==> src/rtl/aes128_type_pkg.sv <==
// Shared types and constants for the AES-128 MixColumns datapath.
//   mode_t    : ENCRYPT (MixColumns) / DECRYPT (InvMixColumns)
//   state_e   : control states of aes128_mix_columns_par
//   FWD_COEF  : first row of the forward MixColumns matrix {2,3,1,1}
//   INV_COEF  : first row of the inverse MixColumns matrix {14,11,13,9}
//   num_mul_legal() : legal lane counts for the parallel multiplier bank
package aes128_type_pkg;

  typedef enum logic {
    ENCRYPT = 1'b0,
    DECRYPT = 1'b1
  } mode_t;

  typedef enum logic [2:0] {
    ST_IDLE,
    ST_LOAD,
    ST_MUL,
    ST_DRAIN,
    ST_DONE
  } state_e;

  // Row r of either matrix is this row rotated right by r positions.
  localparam logic [7:0] FWD_COEF [4] = '{8'h02, 8'h03, 8'h01, 8'h01};
  localparam logic [7:0] INV_COEF [4] = '{8'h0e, 8'h0b, 8'h0d, 8'h09};

  function automatic bit num_mul_legal(input int unsigned n);
    return (n == 1) || (n == 2) || (n == 4);
  endfunction

endpackage

==> src/rtl/aes128_gmul.sv <==
// GF(2^8) multiplier over the AES polynomial x^8+x^4+x^3+x+1.
//   clk_i, rst_n_i : clock, asynchronous active-low reset
//   start_i        : capture a_i*b_i this cycle
//   a_i, b_i       : operands
//   p_o, valid_o   : product, valid one cycle after start_i
module aes128_gmul (
  input  logic       clk_i,
  input  logic       rst_n_i,
  input  logic       start_i,
  input  logic [7:0] a_i,
  input  logic [7:0] b_i,
  output logic [7:0] p_o,
  output logic       valid_o
);

  logic [7:0] p_q, p_d;
  logic       valid_q, valid_d;

  function automatic logic [7:0] gf_mul(input logic [7:0] a, input logic [7:0] b);
    logic [7:0] p;
    logic [7:0] x;
    p = '0;
    x = a;
    for (int unsigned i = 0; i < 8; i++) begin
      if (b[i]) p = p ^ x;
      x = {x[6:0], 1'b0} ^ (x[7] ? 8'h1b : 8'h00);
    end
    return p;
  endfunction

  always_comb begin
    valid_d = start_i;
    p_d     = start_i ? gf_mul(a_i, b_i) : p_q;
  end

  always_ff @(posedge clk_i or negedge rst_n_i) begin
    if (!rst_n_i) begin
      p_q     <= '0;
      valid_q <= 1'b0;
    end else begin
      p_q     <= p_d;
      valid_q <= valid_d;
    end
  end

  assign p_o     = p_q;
  assign valid_o = valid_q;

endmodule

==> src/rtl/aes128_mix_columns_par.sv <==
// AES-128 MixColumns / InvMixColumns over a full 128-bit state using
// NUM_MUL parallel GF(2^8) multiplier lanes; results stream out one byte
// at a time with a valid/ready handshake in address order 0..15.
//   clk_i, rst_n_i : clock, asynchronous active-low reset
//   data_i         : state (byte n = data_i[8n+:8]), stable while busy_o
//   start_i        : start one pass (honoured in IDLE only)
//   mode_i         : ENCRYPT / DECRYPT, sampled at start
//   data_o, addr_o : result byte and its state index (4*col+row)
//   valid_o/ready_i: output handshake
//   busy_o, done_o : pass in progress / one-cycle end-of-pass pulse
// Build option: define AES128_MIXCOL_INV_EN to support DECRYPT; otherwise
// mode_i is ignored and every pass computes the forward transform.
module aes128_mix_columns_par
  import aes128_type_pkg::*;
#(
  parameter int unsigned NUM_MUL = 1
) (
  input  logic         clk_i,
  input  logic         rst_n_i,
  input  logic [127:0] data_i,
  input  logic         start_i,
  input  mode_t        mode_i,
  output logic [7:0]   data_o,
  output logic [3:0]   addr_o,
  output logic         valid_o,
  input  logic         ready_i,
  output logic         busy_o,
  output logic         done_o
);

  if (!num_mul_legal(NUM_MUL)) begin : g_bad_num_mul
    $error("NUM_MUL must be 1, 2 or 4");
  end

  localparam logic [1:0] GRP_LAST = 2'(4 / NUM_MUL - 1);
  localparam logic [1:0] DR_LAST  = 2'(NUM_MUL - 1);

  state_e             state_q, state_d;
  logic [1:0]         grp_q, grp_d;
  logic [1:0]         dr_q, dr_d;
  logic [1:0]         k_q, k_d;
  logic [1:0]         col_idx_q, col_idx_d;
  logic [1:0]         col_nxt;
  logic [31:0]        col_q, col_d;
  logic [7:0]         acc_q [NUM_MUL];
  logic [7:0]         acc_d [NUM_MUL];

  logic               issue;
  logic [1:0]         op_idx;
  logic [7:0]         op_byte;
  logic [7:0]         lane_coef [NUM_MUL];
  logic [7:0]         lane_p [NUM_MUL];
  logic [NUM_MUL-1:0] lane_valid;
  logic               all_valid;
  logic [7:0]         drain_byte;
  logic [1:0]         row_out;

`ifdef AES128_MIXCOL_INV_EN
  mode_t mode_q, mode_d;
`else
  logic  mode_unused;
  assign mode_unused = (mode_i == DECRYPT);
`endif

  assign all_valid = &lane_valid;
  assign col_nxt   = col_idx_q + 2'd1;

  // The k=0 product of each group is issued on the cycle that enters MUL
  // (from LOAD or the last DRAIN handshake), so MUL spends exactly one
  // multiplier latency per product. In LOAD the column register is still
  // being written, so operand byte 0 comes straight from data_i.
  always_comb begin
    state_d   = state_q;
    grp_d     = grp_q;
    dr_d      = dr_q;
    k_d       = k_q;
    col_idx_d = col_idx_q;
    col_d     = col_q;
    acc_d     = acc_q;
    issue     = 1'b0;
    op_idx    = '0;
`ifdef AES128_MIXCOL_INV_EN
    mode_d    = mode_q;
`endif
    case (state_q)
      ST_IDLE: begin
        if (start_i) begin
          state_d = ST_LOAD;
`ifdef AES128_MIXCOL_INV_EN
          mode_d  = mode_i;
`endif
        end
      end
      ST_LOAD: begin
        col_d   = data_i[31:0];
        state_d = ST_MUL;
        issue   = 1'b1;
      end
      ST_MUL: begin
        if (all_valid) begin
          for (int unsigned l = 0; l < NUM_MUL; l++) begin
            acc_d[l] = (k_q == 2'd0) ? lane_p[l] : (acc_q[l] ^ lane_p[l]);
          end
          k_d = k_q + 2'd1;
          if (k_q == 2'd3) begin
            state_d = ST_DRAIN;
            // Accumulators now hold this group; the column register can be
            // refilled with the next column while they drain.
            if (grp_q == GRP_LAST && col_idx_q != 2'd3) begin
              col_d = data_i[{col_nxt, 5'b00000} +: 32];
            end
          end else begin
            issue  = 1'b1;
            op_idx = k_q + 2'd1;
          end
        end
      end
      ST_DRAIN: begin
        if (ready_i) begin
          if (dr_q == DR_LAST) begin
            dr_d = '0;
            if (col_idx_q == 2'd3 && grp_q == GRP_LAST) begin
              state_d   = ST_DONE;
              grp_d     = '0;
              col_idx_d = '0;
            end else begin
              state_d = ST_MUL;
              issue   = 1'b1;
              if (grp_q == GRP_LAST) begin
                grp_d     = '0;
                col_idx_d = col_nxt;
              end else begin
                grp_d = grp_q + 2'd1;
              end
            end
          end else begin
            dr_d = dr_q + 2'd1;
          end
        end
      end
      ST_DONE: state_d = ST_IDLE;
      default: state_d = ST_IDLE;
    endcase
  end

  assign op_byte = (state_q == ST_LOAD) ? data_i[7:0] : col_q[{op_idx, 3'b000} +: 8];

  // Coefficients follow grp_d so a product issued on the DRAIN->MUL edge
  // already uses the rows of the group about to start.
  always_comb begin
    logic [1:0] row;
    logic [1:0] sel;
    row = '0;
    sel = '0;
    for (int unsigned l = 0; l < NUM_MUL; l++) begin
      row = 2'(32'(grp_d) * NUM_MUL + l);
      sel = op_idx - row;
`ifdef AES128_MIXCOL_INV_EN
      lane_coef[l] = (mode_q == DECRYPT) ? INV_COEF[sel] : FWD_COEF[sel];
`else
      lane_coef[l] = FWD_COEF[sel];
`endif
    end
  end

  for (genvar l = 0; l < NUM_MUL; l++) begin : g_lane
    aes128_gmul u_gmul (
      .clk_i  (clk_i),
      .rst_n_i(rst_n_i),
      .start_i(issue),
      .a_i    (op_byte),
      .b_i    (lane_coef[l]),
      .p_o    (lane_p[l]),
      .valid_o(lane_valid[l])
    );
  end

  always_comb begin
    drain_byte = '0;
    for (int unsigned l = 0; l < NUM_MUL; l++) begin
      if (dr_q == 2'(l)) drain_byte = acc_q[l];
    end
  end

  assign row_out = 2'(32'(grp_q) * NUM_MUL + 32'(dr_q));
  assign valid_o = (state_q == ST_DRAIN);
  assign data_o  = valid_o ? drain_byte : '0;
  assign addr_o  = valid_o ? {col_idx_q, row_out} : '0;
  assign busy_o  = (state_q != ST_IDLE);
  assign done_o  = (state_q == ST_DONE);

  always_ff @(posedge clk_i or negedge rst_n_i) begin
    if (!rst_n_i) begin
      state_q   <= ST_IDLE;
      grp_q     <= '0;
      dr_q      <= '0;
      k_q       <= '0;
      col_idx_q <= '0;
      col_q     <= '0;
      acc_q     <= '{default: '0};
`ifdef AES128_MIXCOL_INV_EN
      mode_q    <= ENCRYPT;
`endif
    end else begin
      state_q   <= state_d;
      grp_q     <= grp_d;
      dr_q      <= dr_d;
      k_q       <= k_d;
      col_idx_q <= col_idx_d;
      col_q     <= col_d;
      acc_q     <= acc_d;
`ifdef AES128_MIXCOL_INV_EN
      mode_q    <= mode_d;
`endif
    end
  end

endmodule

==> config.mk <==
export PLATFORM = sky130hd
export DESIGN_NAME = aes128_mix_columns_par
export DESIGN_NICKNAME = d
export VERILOG_FILES = /design/src/rtl/aes128_type_pkg.sv /design/src/rtl/aes128_gmul.sv /design/src/rtl/aes128_mix_columns_par.sv
export SDC_FILE = /design/constraint.sdc
export NUM_CORES = 1
export LEC_CHECK = 0
export BUFFER_PORTS_ARGS = -buffer_cell sky130_fd_sc_hd__clkbuf_2
export CAP_MARGIN = 10
export CORE_UTILIZATION = 45
export CTS_CLUSTER_DIAMETER = 80
export CTS_CLUSTER_SIZE = 12
export DETAILED_ROUTE_END_ITERATION = 8
export PLACE_DENSITY = 0.74
export SETUP_SLACK_MARGIN = 0.1
export SLEW_MARGIN = 20
export SYNTH_ARGS = -nofsm -noshare
export SYNTH_HDL_FRONTEND = slang
export SYNTH_SLANG_ARGS = --single-unit
==> constraint.sdc <==
create_clock -name clk_i -period 2.7 [get_ports clk_i]
set_input_delay 0.135 -clock clk_i [delete_from_list [all_inputs] [get_ports clk_i]]
set_output_delay 0.135 -clock clk_i [all_outputs]
set_load 0.005 [all_outputs]
# Word level (Yosys, flattened, before mapping)
# Cells that the tools add are included.
[word_totals]
register_bits = 60
input_bits = 133
output_inout_bits = 15
[op_classes]
n_addsub = 6
n_lt_le_gt_ge = 1
n_eq_ne = 14
shift = 2
n_mux = 51
bitwise = 16
n_reduce_logical = 13
[op_table]
columns = ["cell", "count"]
rows = [
  ["indexed part select 128 x 8 -> 32 bit", 1],
  ["XOR 8 bit", 15],
  ["two-way mux 8 bit", 14],
  ["two-way mux 32 bit", 3],
  ["case mux 32 bit (2 select lines)", 1],
  ["two-way mux 5 bit", 7],
  ["indexed part select 32 x 6 -> 8 bit", 1],
  ["two-way mux 2 bit", 11],
  ["two-way mux 3 bit", 6],
  ["binary-select mux 8 bit (select 2 bit)", 1],
  ["case mux 3 bit (4 select lines)", 1],
  ["adder 2 x 1 -> 2 bit, second input constant", 4],
  ["!= test 2 bit, second input constant", 4],
  ["AND reduction 4 bit", 2],
  ["equality test 2 bit, second input constant", 3],
  ["equality test 3 x 2 -> 1 bit, second input constant", 2],
  ["!= test 2 x 1 -> 1 bit, second input constant", 3],
  ["two-way mux 1 bit", 5],
  ["AND reduction 5 bit", 1],
  ["logical NOT 2 bit", 2],
  ["two-way mux 4 bit", 1],
  ["AND reduction 2 bit", 2],
  ["nonzero test 2 bit", 2],
  ["equality test 3 x 1 -> 1 bit, second input constant", 1],
  ["9 further kinds", 10],
]

# Longest topological paths before layout
# Gate-level depths: netlist (run 1).
[logic_depth]
ltp_word = 26
depth_mapped = 13
ltp_nobuf = 12

# Cells and area by module
# A second synthesis (run 1) with hierarchy kept.
[hier_totals]
hier_cells = 642
hier_area_um2 = 5126.2
[modules_own_cells]
columns = ["module", "instances", "cells_each", "area_per_inst_um2", "seq_area_each_um2"]
rows = [
  ["aes128_mix_columns_par", 1, 434, 3544.6, 1276.2],
  ["aes128_gmul", 1, 208, 1581.5, 225.2],
]

# Least setup slack after synthesis (run 1)
# No wires, ideal clock.
[synth_path]
kind = "register to register"
from = "register dr_q[1]"
to = "register g_lane[0].u_gmul.p_q[3]"
t_arrival_ps = 2198
slack_ps = 382
stages_incl_launch_ff = 13
period_less_slack_ps = 2318
path_cell_list = "dfrtp_1 -> inv_1 -> ha_1 -> and2_1 -> nand2_1 -> a21o_1 -> ha_1 -> inv_1 -> and4_1 -> buf_6 -> o21ai_2 -> a211o_1 -> and3_1"
[synth_via]
elab_chain_len = 24
elab_cells_between_ends = 27
cone_classes = "add/sub (1); mux (17); bitwise (8); reduce/logical (1)"
[synth_rtl]
columns = ["item", "line_no", "text"]
rows = [
  ["from (decl)", "aes128_mix_columns_par.sv:40", "logic [1:0] dr_q, dr_d;"],
  ["from (signal assigned)", "aes128_mix_columns_par.sv:207", "dr_q <= dr_d;"],
  ["logical NOT 2 bit *", "aes128_mix_columns_par.sv:120", "if (dr_q == DR_LAST) begin"],
  ["two-way mux 2 bit *", "aes128_mix_columns_par.sv:120", ""],
  ["two-way mux 2 bit *", "aes128_mix_columns_par.sv:119", "if (ready_i) begin"],
  ["two-way mux 2 bit *", "aes128_mix_columns_par.sv:85", "case (state_q)"],
  ["named net grp_d[0]", "aes128_mix_columns_par.sv:39", "logic [1:0] grp_q, grp_d;"],
  ["subtractor 2 bit *", "aes128_mix_columns_par.sv:157", "sel = op_idx - row;"],
  ["NOT 2 -> 3 bit (not written as such) *", "aes128_mix_columns_par.sv:161", "lane_coef[l] = FWD_COEF[sel];"],
  ["binary-select mux 8 bit (select 2 bit) *", "aes128_mix_columns_par.sv:161", ""],
  ["[9 not listed]", "n/a", ""],
  ["XOR 8 bit", "aes128_gmul.sv:25", "if (b[i]) p = p ^ x;"],
  ["two-way mux 8 bit", "aes128_gmul.sv:25", ""],
  ["XOR 8 bit", "aes128_gmul.sv:25", ""],
  ["two-way mux 8 bit", "aes128_gmul.sv:25", ""],
  ["XOR 8 bit", "aes128_gmul.sv:25", ""],
  ["two-way mux 8 bit", "aes128_gmul.sv:25", ""],
  ["XOR 8 bit", "aes128_gmul.sv:25", ""],
  ["two-way mux 8 bit *", "aes128_gmul.sv:25", ""],
  ["to (signal assigned)", "aes128_gmul.sv:41", "p_q <= p_d;"],
  ["to (decl)", "aes128_gmul.sv:16", "logic [7:0] p_q, p_d;"],
]
# Mark *: on every way through the listed nets, which the timed path passes. The rest lies on a longest branch. The select of a mux whose other input is x is not followed.
# A chain may end at the register's enable or synchronous reset.

# Worst setup path after layout (run 1)
[layout_path]
from = "register state_q[0]"
to = "register g_lane[0].u_gmul.p_q[1]"
[layout_via]
elab_chain_len = 22
elab_cells_between_ends = 42
cone_classes = "add/sub (1); eq/ne (3); shift (1); mux (22); bitwise (15)"
[layout_rtl]
columns = ["item", "line_no", "text"]
rows = [
  ["from (decl)", "aes128_mix_columns_par.sv:38", "state_e state_q, state_d;"],
  ["from (signal assigned)", "aes128_mix_columns_par.sv:205", "state_q <= state_d;"],
  ["parallel branches: the longest is 22 deep, another holds indexed part select 32 x 6 -> 8 bit", "n/a", ""],
]
# Parallel ways; which one is timed is not known. The select of a mux whose other input is x is not followed.

==> impl_metrics.py, run 1 <==
metrics = {
    "run_status": {
        "status": "finished, final reports clean",
    },
    "worst_setup_path": {
        "critPathMaxStageDelay_ps": 490,
        "path_buf_inv": 1,
        "critPathTopFamily": "compound AO/OA/AOI/OAI gates",
        "worstPathArrival_ps": 2710,
        "critPathRequiredTime_ps": 2920,
        "crit_path_max_fanout": 14,
        "cp-end-kind": "register",
        "critPathSlowestCell": "dfrtp_1",
        "cp-start-kind": "register",
        "path_cells": "and4bb_2, buf_4, a21boi_0, o21ai_0, o211ai_1, a211oi_1, and3b_1",
        "path_class": "register to register",
    },
    "synth": {
        "yosysTopAreaCellShare_pct": 36.7,
        "async_flop_share_pct": 100,
        "synth_top_area_cell": "dfrtp_1",
        "synthTopCellsByArea": "dfrtp_1 37%, o21ai_0 7.6%, o22ai_1 5.3%",
        "syn_inst": 512,
        "ys_ff_latch": 60,
        "synth.avg_cell_area_um2": 8.00,
        "yosys-top-cells-count": "62 x o21ai_0, 60 x dfrtp_1, 58 x nand2_1",
        "synthDistinctLibCells": 49,
        "yosysWarnings": 0,
        "synth_top_flop_cell": "dfrtp_1",
        "yosysSeqAreaShare_pct": 36.7,
        "synth.most_common_cell": "o21ai_0",
        "synth_fp_nets": 654,
        "synth_area_mm2": 0.00409,
        "synth_edf_count": 0,
    },
    "sta": {
        "finalHoldViolations": 0,
        "clock-skew-final_ps": 8.19,
        "setup_viol": 0,
        "drv_slew": 0,
        "fmax_mhz": 403,
        "fin_crit_ps": 2480,
        "min_period_over_period_pct": 92.0,
        "relSlewSlack_pct": 33.3,
        "whs_ps": 65.3,
        "setup_tns_ps": 0,
        "rsz0062_at_grt": "false",
        "worst_pin_slew_ps": 1000,
    },
    "power_and_ir_drop": {
        "power.leakage_nw": 2.44,
        "seqPwrFrac_pct": 30.9,
        "clockPowerShare_pct": 13.8,
        "combPwrFrac_pct": 55.4,
        "p_int_w": 0.00273,
        "swShare_pct": 43.3,
        "powerDensity_mw_per_mm2": 938,
        "p_sw_w": 0.00208,
        "max-vdd-ir-drop_mv": 0.409,
    },
    "layout": {
        "final_cells": 760,
        "nets": 791,
        "area_growth_pct": 25.1,
        "fin_area_mm2": 0.00512,
        "diodes": 0,
        "drive_above_1_share_pct": 31.4,
    },
    "clock_network": {
        "cts_buffers": 9,
        "clock_latency_ps": 330,
        "htree_levels": 3,
        "clockRootBuffer": "clkbuf_8",
        "cts_tree": "yes",
        "clkTransAtPathRegs_ps": 60,
        "clock_path_buffers": 2,
        "clkSinkCount": 60,
    },
    "detailed_routing": {
        "drtAntennaViolNets": 0,
        "vias": 4251,
        "wl_per_cell_um": 14.4,
        "avgViaCountPerCell": 5.59,
        "drt_pass1_iterations": 4,
        "drt_iter0_markers": 125,
        "routed_wl_um": 11000,
        "drc": 0,
    },
    "global_route": {
        "grt_max_degree": 65,
        "grt_pass1_vias": 4149,
        "grtUsageTotal_pct": 24.2,
        "grt_pass1_wl_um": 18800,
        "antenna_found_initial": 0,
        "overflow": 0,
    },
    "floorplanning": {
        "dieArea_mm2": 0.00948,
        "die_y_um": 97.4,
        "initial_core_util_pct": 46.7,
        "num_rows": 34,
        "core_area_mm2": 0.00876,
        "io_pins": 148,
        "die_w_um": 97.4,
    },
    "place": {
        "routabilityCongestion": 0.856,
        "place_inst": 742,
        "hpwlAfterDp_um": 8590,
        "placed_cell_area_mm2": 0.00491,
        "numPortBuffers": 146,
    },
    "hold_path": {
        "hold_path.class": "input pin to register",
    },
    "job": {
        "cap_violations": 0,
    },
}
-- tightest hold or removal path: cells and delay by family --
family / cells / cell delay, ps
simple gates: 1 / 80
buf+inv: 1 / 80
compound gates: 1 / 70
-- power by group through the flow --
stage,Clock [W],Combinational [W],Sequential [W]
after global placement,0,0.00247,0.00148
after global routing,0.000715,0.00299,0.00152
after detailed placement,0,0.00256,0.00150
after CTS,0.000674,0.00257,0.00148
after floorplan,0,0.00202,0.00140
final,0.000661,0.00266,0.00148
-- sequential cells by signal (all words and copies together) (netlist names) --
register	flops
state_q	3
dr_q	2
g_lane.u_gmul.p_o	8
g_lane.u_gmul.valid_o	1
grp_q	2
acc_q	8
col_q	32
k_q	2
col_idx_q	2
-- metrics by stage --
step / total power, W / setup WS (ps) / utilization (%)
6_report: 0.00481 / 216 / 58.4
5_1_grt: 0.00523 / 78.2 / 58.4
4_1_cts: 0.00473 / 103 / 57.9
3_5_place_dp: 0.00405 / 131 / 56.0
3_3_place_gp: 0.00395 / 231 / 56.0
2_1_floorplan: 0.00341 / 382 / -
-- cells in the final DEF (no fill, tap or decap), drive strengths merged, types with 3 or more instances in the layout --
cell    synthesis  layout
a211o           4       4
a21boi          3       3
a21o            3       3
a21oi          41      41
a22o            8       8
a31oi          12      12
and2           10      10
and3            9       9
buf            18      20
clkbuf         23     157
clkinv          1       4
dfrtp          60      60
ha              9       9
inv            10      10
mux2            9       9
mux2i           4       4
nand2          58      58
nand3           7       7
nand4           4       4
nor2           47      47
nor3           34      34
o211ai          3       3
o21ai          63      63
o22ai          38      38
o31ai           6       6
xnor2           6       6
-- per-layer routing --
layer	routed length (µm)	vias up	part of all wire (%)	GRT usage [%]
met3	432	19	3.9	4.39
met5	0	-	0	0
met1	4890	1979	45	30.0
met2	5430	118	50	42.4
met4	197	0	1.8	7.47
li1	-	2135	-	-
-- repair_timing --
item	CTS	global route
resized for setup	0	10
hold endpoints to repair	19	0
hold buffers	1	0
setup buffers	0	3
endpoints found under the setup margin	0	8
-- layout make-up --
class | instances | area [µm²]
fillers | 835 | 3640
multi-input cells | 400 | 2400
flip-flops and latches | 60 | 1500
repair buffers | 167 | 891
clock buffers | 11 | 141
well taps | 108 | 135
inverters | 11 | 41.3
clock inverters | 3 | 15.0
-- cell families after synthesis --
group                      count (synthesis)  share of synthesized area (%)
DFF                                       60                           36.7
and+or+nand+nor                          183                           21.5
xor gates and xnor gates                   8                           1.71
adders and majority gates                  9                           2.75
buffers and inverters                     52                           5.78
muxes                                     13                           3.45
AOI/OAI and AO/OA                        187                           28.1
-- worst paths after layout --
kind	depth (start not counted)	slack [ps]	endpoint	startpoint
min in group asynchronous	2	300	state_q[2]$_DFFE_PN0P_	rst_n_i
worst min register to register	2	480	col_q[1]$_DFFE_PN0P_	col_q[1]$_DFFE_PN0P_
worst max-delay path	7	220	g_lane[0].u_gmul.p_o[1]$_DFFE_PN0P_	state_q[0]$_DFFE_PN0P_
worst min-delay path	3	70	state_q[0]$_DFFE_PN0P_	start_i
max in group asynchronous	3	1720	col_q[11]$_DFFE_PN0P_	rst_n_i
worst max register to register	7	220	g_lane[0].u_gmul.p_o[1]$_DFFE_PN0P_	state_q[0]$_DFFE_PN0P_
No activity file was read; power rests on OpenSTA's default activity.
==> run 2, diff against run 1 <==
PLACE_DENSITY = 0.76   (was 0.74)
==> impl_metrics.py, run 2 (synthesis results as in run 1) <==
metrics = {
    "worst_setup_path": {
        "critPathTopFamily": "compound AO/OA/AOI/OAI gates",
        "r2r_start": "k_q[0]$_DFFE_PN0P_",
        "path_class": "register to register",
        "crit_path_max_fanout": 8,
        "rr_endpoint": "g_lane[0].u_gmul.p_o[1]$_DFFE_PN0P_",
        "cp-start-kind": "register",
        "path_cells": "inv_1, ha_2, mux2_2, o31ai_2, a31oi_2, a211o_1, a211oi_1, and3b_1",
        "critPathMaxStageDelay_ps": 400,
        "cp-endpoint": "g_lane[0].u_gmul.p_o[1]$_DFFE_PN0P_",
        "crit_start": "k_q[0]$_DFFE_PN0P_",
        "critPathRequiredTime_ps": 2930,
        "path_buf_inv": 1,
        "path_depth": 8,
        "cp-end-kind": "register",
        "worstPathArrival_ps": 2720,
        "ff2ff_setup_slack_ps": 210,
        "reg2reg_depth": 8,
        "critPathSlowestCell": "ha_2",
    },
    "place": {
        "routabilityCongestion": 0.868,
        "hpwlAfterDp_um": 8350,
        "numPortBuffers": 146,
    },
    "global_route": {
        "grt_max_degree": 65,
        "grt_pass1_vias": 4006,
        "overflow": 0,
        "grt_pass1_wl_um": 18200,
        "grtUsageTotal_pct": 23.6,
        "antenna_found_initial": 0,
    },
    "clock_network": {
        "cts_buffers": 9,
        "htree_levels": 3,
        "cts_tree": "yes",
        "clockRootBuffer": "clkbuf_8",
        "clkTransAtPathRegs_ps": 60,
        "clkSinkCount": 60,
        "clock_path_buffers": 2,
        "clock_latency_ps": 340,
    },
    "sta": {
        "worst_pin_slew_ps": 991,
        "clock-skew-final_ps": 4.82,
        "finalHoldViolations": 0,
        "relSlewSlack_pct": 33.9,
        "fmax_mhz": 402,
        "min_period_over_period_pct": 92.2,
        "drv_slew": 0,
        "rsz0062_at_grt": "false",
        "setup_tns_ps": 0,
        "fin_crit_ps": 2490,
        "setup_viol": 0,
    },
    "hold_path": {
        "hold_path.class": "input pin to register",
    },
    "detailed_routing": {
        "drt_iter0_markers": 151,
        "wl_per_cell_um": 14.5,
        "vias": 4207,
        "drc": 0,
        "drt_pass1_iterations": 5,
        "avgViaCountPerCell": 5.56,
        "routed_wl_um": 11000,
        "drtAntennaViolNets": 0,
    },
    "layout": {
        "diodes": 0,
        "fin_util_pct": 58.4,
        "drive_above_1_share_pct": 31.3,
        "n_fill_cell": 842,
        "nets": 788,
        "most-common-layout-cells": "146 x clkbuf_2, 60 x o21ai_0, 60 x dfrtp_1, 57 x nand2_1, 46 x nor2_1",
        "area_growth_pct": 25.1,
        "multi_input_area_mm2": 0.00239,
        "largest_reg_flops": 32,
        "regArea_mm2": 0.00150,
        "regMostFlops": "col_q",
        "final_common_cell": "clkbuf_2",
    },
    "power_and_ir_drop": {
        "max-vdd-ir-drop_mv": 0.421,
        "power.leakage_nw": 2.44,
        "powerDensity_mw_per_mm2": 948,
    },
    "floorplanning": {
        "io_pins": 148,
        "dieArea_mm2": 0.00948,
        "die_w_um": 97.4,
        "num_rows": 34,
        "core_area_mm2": 0.00876,
        "initial_core_util_pct": 46.7,
        "die_y_um": 97.4,
    },
    "job": {
        "cap_violations": 0,
    },
    "run_status": {
        "status": "finished, final reports clean",
    },
}
-- run 2: cell type report --
| cell class | instances | area share [%] |
|---|---|---|
| Clock buffer | 12 | 3.23 |
| Clock inverter | 2 | 0.196 |
| Inverter | 11 | 0.806 |
| Multi-Input combinational cell | 400 | 46.6 |
| Sequential cell | 60 | 29.3 |
| Tap cell | 108 | 2.64 |
| Timing Repair Buffer | 164 | 17.2 |
-- run 2: repair_timing --
action | 4_1_cts | 5_1_grt
hold buffers | 1 | 0
endpoints found under the hold margin | 60 | 0
resized for setup | 0 | 8
endpoints found under the setup margin | 0 | 8
buffers inserted | 0 | 3
-- run 2: worst min-delay path by stage --
stage,start,end,slack (ps),cells after the start
after floorplan,rst_n_i,acc_q[0]$_DFFE_PN0P_,-160,0
after global placement,rst_n_i,col_idx_q[1]$_DFFE_PN0P_,330,2
after detailed placement,rst_n_i,acc_q[7]$_DFFE_PN0P_,340,2
after CTS,start_i,state_q[0]$_DFFE_PN0P_,70,3
after global routing,data_i[16],col_q[16]$_DFFE_PN0P_,80,3
final,data_i[14],col_q[14]$_DFFE_PN0P_,80,3
-- run 2: power by group --
part / internal (W) / switching [W] / leakage [nW]
logic: 0.00116 / 0.00149 / 1.69
clock network: 0.000394 / 0.000327 / 0.0941
registers: 0.00123 / 0.000255 / 0.651
-- run 2: stage by stage --
stage | total power [W] | hold slack [ps] | area [µm²] | setup slack [ps] | instances
final | 0.00485 | 81.1 | 5120 | 211 | 757
after global routing | 0.00525 | 77.6 | 5120 | 4.64 | 757
after CTS | 0.00480 | 74.1 | 5080 | 121 | 754
after detailed placement | 0.00406 | 340 | 4900 | 153 | 739
after global placement | 0.00395 | 330 | 4900 | 232 | 739
after floorplan | 0.00341 | -161 | 4090 | 382 | 512
-- run 2: layer usage --
layer	track usage [%]	share of wire (%)
met4	9.16	2.2
met5	0	0
met1	27.5	42
met3	5.47	4.7
met2	41.7	51
-- run 2: worst register-to-register path: stages (launching register included) --
cell and delay (ps):
dfrtp_1 390, inv_1 90, ha_2 400, mux2_2 360, o31ai_2 230, a31oi_2 130, a211o_1 340, a211oi_1 240
and3b_1 200
